<file path="config.mk">
export PLATFORM = sky130hd
export DESIGN_NAME = to_serial
export DESIGN_NICKNAME = d
export VERILOG_FILES = /design/src/rtl/to_serial.sv
export SDC_FILE = /design/constraint.sdc
export NUM_CORES = 1
export LEC_CHECK = 0
export CELL_PAD_IN_SITES_DETAIL_PLACEMENT = 1
export CELL_PAD_IN_SITES_GLOBAL_PLACEMENT = 1
export CORE_UTILIZATION = 40
export DETAILED_ROUTE_END_ITERATION = 12
export GPL_TIMING_DRIVEN = 0
export PLACE_DENSITY = 0.94
export RECOVER_POWER = 50
export SYNTH_ARGS = -nofsm -noshare
export SYNTH_HDL_FRONTEND = slang
export SYNTH_SLANG_ARGS = --single-unit
export TNS_END_PERCENT = 50
</file>
<file path="constraint.sdc">
create_clock -name clk -period 3.8 [get_ports clk]
set_input_delay 0.57 -clock clk [delete_from_list [all_inputs] [get_ports clk]]
set_output_delay 0.57 -clock clk [all_outputs]
set_load 0.01 [all_outputs]
</file>
<file path="src/rtl/to_serial.sv">
// Multi-channel serializer: one NO_CH x BW_IN word per handshake becomes NO_CYC
// BW_OUT-bit beats per channel, least-significant chunk first, with ready/valid on both sides.
module to_serial #(
  parameter int NO_CH  = 10,
  parameter int BW_IN  = 8,
  parameter int BW_OUT = 2
) (
  input  logic                           clk,
  input  logic                           rst,
  input  logic                           vld_in,
  output logic                           rdy_in,
  input  logic [NO_CH-1:0][BW_IN-1:0]    data_in,
  output logic                           vld_out,
  input  logic                           rdy_out,
  output logic                           last_out,
  output logic [NO_CH-1:0][BW_OUT-1:0]   data_out
);

  localparam int NO_CYC = BW_IN / BW_OUT;
  localparam int CW     = $clog2(NO_CYC);
  localparam logic [CW-1:0] CNTR_LAST = CW'(NO_CYC - 1);

  typedef enum logic {
    IDLE,
    SHIFT
  } state_t;

  state_t                       state;
  logic [CW-1:0]                cntr;
  logic [NO_CH-1:0][BW_IN-1:0]  shreg;
  logic                         accept;
  logic                         consume;

  assign vld_out  = (state == SHIFT);
  assign last_out = vld_out && (cntr == CNTR_LAST);
  assign consume  = vld_out && rdy_out;

  // rdy_out feeds rdy_in combinationally so a new word can load on the final
  // beat's edge; this is what removes the bubble between back-to-back words.
  assign rdy_in = !rst && (!vld_out || (rdy_out && last_out));
  assign accept = vld_in && rdy_in;

  always_comb begin
    for (int i = 0; i < NO_CH; i++) begin
      data_out[i] = shreg[i][BW_OUT-1:0];
    end
  end

  // NOTE: every register below uses <= so all updates see the pre-edge state.
  always_ff @(posedge clk or posedge rst) begin
    if (rst) begin
      state <= IDLE;
      cntr  <= '0;
      // NOTE: the shift register is plain flops, not a RAM, so clearing it on reset is cheap and deterministic.
      shreg <= '0;
    end else begin
      case (state)
        IDLE: begin
          if (accept) begin
            shreg <= data_in;
            cntr  <= '0;
            state <= SHIFT;
          end
        end
        SHIFT: begin
          if (consume) begin
            if (cntr != CNTR_LAST) begin
              for (int i = 0; i < NO_CH; i++) begin
                shreg[i] <= shreg[i] >> BW_OUT;
              end
              cntr <= cntr + 1'b1;
            end else if (accept) begin
              shreg <= data_in;
              cntr  <= '0;
            end else begin
              // Explicit wrap: NO_CYC need not be a power of two.
              cntr  <= '0;
              state <= IDLE;
            end
          end
        end
        default: begin
          state <= IDLE;
          cntr  <= '0;
        end
      endcase
    end
  end

endmodule

</file>
==> reports/metrics.csv <==
stage,metric,value,unit
sta,fin_crit_sh,0.773,
synthesis,ys_seq_elements,83,
floorplan,rows,37,
drt,drc_errors,0,
placed_design,post-dp-hpwl,9070,um
worst_setup_path,crit_type,flip-flop to output pin,
sta,clock-skew-final,0.00964,ns
worst_setup_path,startpoint,vld_out$_DFF_PP0_,
power,power_leakage,0.00241,uW
worst_setup_path,cpPeakStageDelay,0.51,ns
clock_tree,hold_buffers,0,
clock_tree,cts_setup_buffers,0,
clock_tree,clk_latency,0.37,ns
synthesis,synthFlopType,dfrtp_1,
synthesis,ys.warnings.count,0,
run_status,status,"complete, no violations",
layout,syn_to_final_growth,33.3,%
global_routing,grt_first_pass_wirelength,20700,um
layout,nNetsFinal,589,
placed_design,portBuffers,105,
global_routing,grt_pass1_vias,4002,
drt,vias_per_cell,5.60,
power,peakVddDrop,0.000311,V
worst_setup_path,rr_startpoint,cntr[1]$_DFFE_PP0P_,
worst_setup_path,cp.arrival,2.37,ns
clock_tree,root_buffer,clkbuf_8,
worst_hold_path,hold_path.class,flip-flop to flip-flop,
sta,rsz0062_at_grt,no,
synthesis,synth_edf_count,0,
clock_tree,cts_buffer_depth,2,
worst_setup_path,worstPathCellList,clkbuf_1 > clkbuf_1 > a21oi_1 > clkdlybuf4s50_1,
drt,wl_per_cell,19.8,um
clock_tree,cts_num_sinks,83,
layout,drive_gt1_frac,0.281,
worst_setup_path,reg2regPathDepth,6,
synthesis,ys_seq_area_frac,0.477,
worst_setup_path,crit_buf_inv,3,
power,switching_share,0.347,
worst_setup_path,path_max_fanout,10,
synthesis,syn_avg_cell_area,11.2,um^2
worst_setup_path,r2r_end,shreg[60]$_DFFE_PP0P_,
worst_setup_path,end_kind,output pin,
drt,ant_nets,0,
power,power.switching,1580,uW
sta,fin_setup_tns,0,ns
layout,n_antenna_cell,0,
synthesis,synth_nets,472,
sta,min_period,2.94,ns
sta,setup_viol,0,
run,maxCapViolCount,0,
synthesis,synth_cells,387,
sta,worst_pin_slew,1.49,ns
floorplan,dieArea,11300,um^2
worst_setup_path,critPathSlowestCell,clkdlybuf4s50_1,
clock_tree,cts_tree,done,
clock_tree,cts_resized,0,
sta,slew-limit-headroom,0.00722,
power,p_comb_frac,0.496,
power,power.density,784,nW/um^2
worst_setup_path,cp-start-kind,flip-flop,
global_routing,grt_max_degree,60,
floorplan,ioPinCount,107,
synthesis,synthArstFlopShare,1.00,
floorplan,core,10400,um^2
clock_tree,htreeDepth,3,
drt,totalWireLength,12700,um
layout,nFillCells,1142,
power,clkPwrFrac,0.160,
synthesis,ys_types,25,
clock_tree,clk_pin_slew,0.09,ns
worst_setup_path,worstPathRequired,3.23,ns
layout,fin_util,0.557,
global_routing,grt_overflow,0,
drt,drtIter0Drc,133,
clock_tree,cts_inserted_buffers,9,
worst_setup_path,cp.depth,4,
global_routing,antenna_found_initial,0,
worst_setup_path,regToRegSetupSlack,1.83,ns
drt,vias,3614,
sta,clock.fmax,0.340,GHz
placed_design,gp_congestion,0.821,
sta,slew_viol_final,0,
floorplan,initial_core_util,0.418,
floorplan,die_x,106,um
power,power,4550,uW
power,pwr-share-seq,0.344,
worst_setup_path,crit_end,rdy_in,
synthesis,netlist_area,4350,um^2
worst_setup_path,crit_top_cell,clkbuf_1,
worst_setup_path,path_delay_family,buffers and inverters,
floorplan,die_h,106,um
power,internal_power,2970,uW
drt,dr.pass1.iters,4,
sta,hold_viol_final,0,
global_routing,grt_use_total,0.241,
[logic make-up after synthesis]
kind of cell,count (synthesis),synth area share
fa+ha+maj,1,0.00287
mux,81,0.210
flops,83,0.477
buf+inv,56,0.0834
compound gates,91,0.155
simple gates,75,0.0721
[power by group through the flow]
stage	Combinational, uW	Clock, uW	Sequential, uW
floorplan	1620	0	1470
detailed placement	2270	0	1570
CTS	2300	742	1560
finish	2250	729	1570
global placement	2150	0	1530
global route	2450	781	1610
[metrics by stage]
stage          area, um^2  hold slack (ns)  cells  setup WS, ns
2_1_floorplan        4350            0.454    387          1.09
3_3_place_gp         5570            0.465    628        -0.286
3_5_place_dp         5600            0.476    629          1.33
4_1_cts              5830            0.498    645         0.898
5_1_grt              5800            0.522    645         0.464
6_report             5800            0.493    645         0.862
[routing by layer]
metal | share of wire | global-route usage | vias to the layer above
met2 | 0.53 | 0.431 | 112
met4 | 0.015 | 0.0744 | 0
met5 | 0 | 0 | -
li1 | - | - | 1629
met1 | 0.41 | 0.286 | 1854
met3 | 0.049 | 0.0515 | 19
[cells in the mapped netlist, types with 7 or more instances]
cell type,number,area [um^2]
clkbuf_1,21,78.8
dfrtp_1,83,2080
a32oi_1,20,175
buf_6,9,101
a21oi_1,7,35.0
o221a_2,14,158
nor2_1,15,56.3
buf_4,22,165
mux2_2,76,856
nand2_1,47,176
o22ai_1,20,125
o21ai_0,22,110
[worst min path at each step]
| stage | start | end | slack (ns) | cells after the start |
|---|---|---|---|---|
| final | shreg[5]$_DFFE_PP0P_ | shreg[5]$_DFFE_PP0P_ | 0.49 | 1 |
| after global routing | shreg[5]$_DFFE_PP0P_ | shreg[5]$_DFFE_PP0P_ | 0.52 | 1 |
| after CTS | shreg[5]$_DFFE_PP0P_ | shreg[5]$_DFFE_PP0P_ | 0.50 | 1 |
| after detailed placement | shreg[5]$_DFFE_PP0P_ | shreg[5]$_DFFE_PP0P_ | 0.48 | 1 |
| after global placement | shreg[2]$_DFFE_PP0P_ | shreg[2]$_DFFE_PP0P_ | 0.46 | 1 |
| after floorplan | shreg[2]$_DFFE_PP0P_ | shreg[2]$_DFFE_PP0P_ | 0.45 | 1 |
[state kept, by name, summed over array words and instances (netlist names)]
signal and count:
cntr 2, shreg 60, data_out 20, vld_out 1
[cells in the final DEF, fill, tap and decap left out, drive strengths merged]
cell / synthesis / final
a21boi: 1 / 1
a32oi: 20 / 20
o21ai: 22 / 22
bufinv: 0 / 2
nand2: 47 / 47
clkinv: 0 / 1
ha: 1 / 1
and2: 1 / 1
dlygate4sd3: 0 / 10
o221a: 14 / 14
a21oi: 7 / 7
nor2b: 2 / 2
mux2: 81 / 81
clkbuf: 21 / 32
a21o: 1 / 1
nor3: 6 / 6
inv: 1 / 3
o22ai: 20 / 20
clkinvlp: 0 / 2
buf: 34 / 33
a211oi: 6 / 6
dfrtp: 83 / 83
nor2: 15 / 15
clkdlybuf4s50: 0 / 95
nand2b: 4 / 4
[layout make-up]
class                           count  area, um^2  share of cell area
Sequential cell                    83        2080               0.358
Timing Repair Buffer              106        1060               0.182
Inverter                            1        5.00            0.000862
Tap cell                          136         170              0.0293
Buffer                             55         359              0.0619
Clock inverter                      7        98.8              0.0170
Clock buffer                        9         124              0.0213
Multi-Input combinational cell    248        1910               0.330
[worst reg2reg max path, delay by kind of cell, from the launching register on]
kind                       cells  cell delay (ns)
DFF                            1             0.39
muxes                          2             0.65
and+or+nand+nor                1             0.19
buffers and inverters          2             0.36
adders and majority gates      1             0.26
No activity file was read; power rests on OpenSTA's default activity.
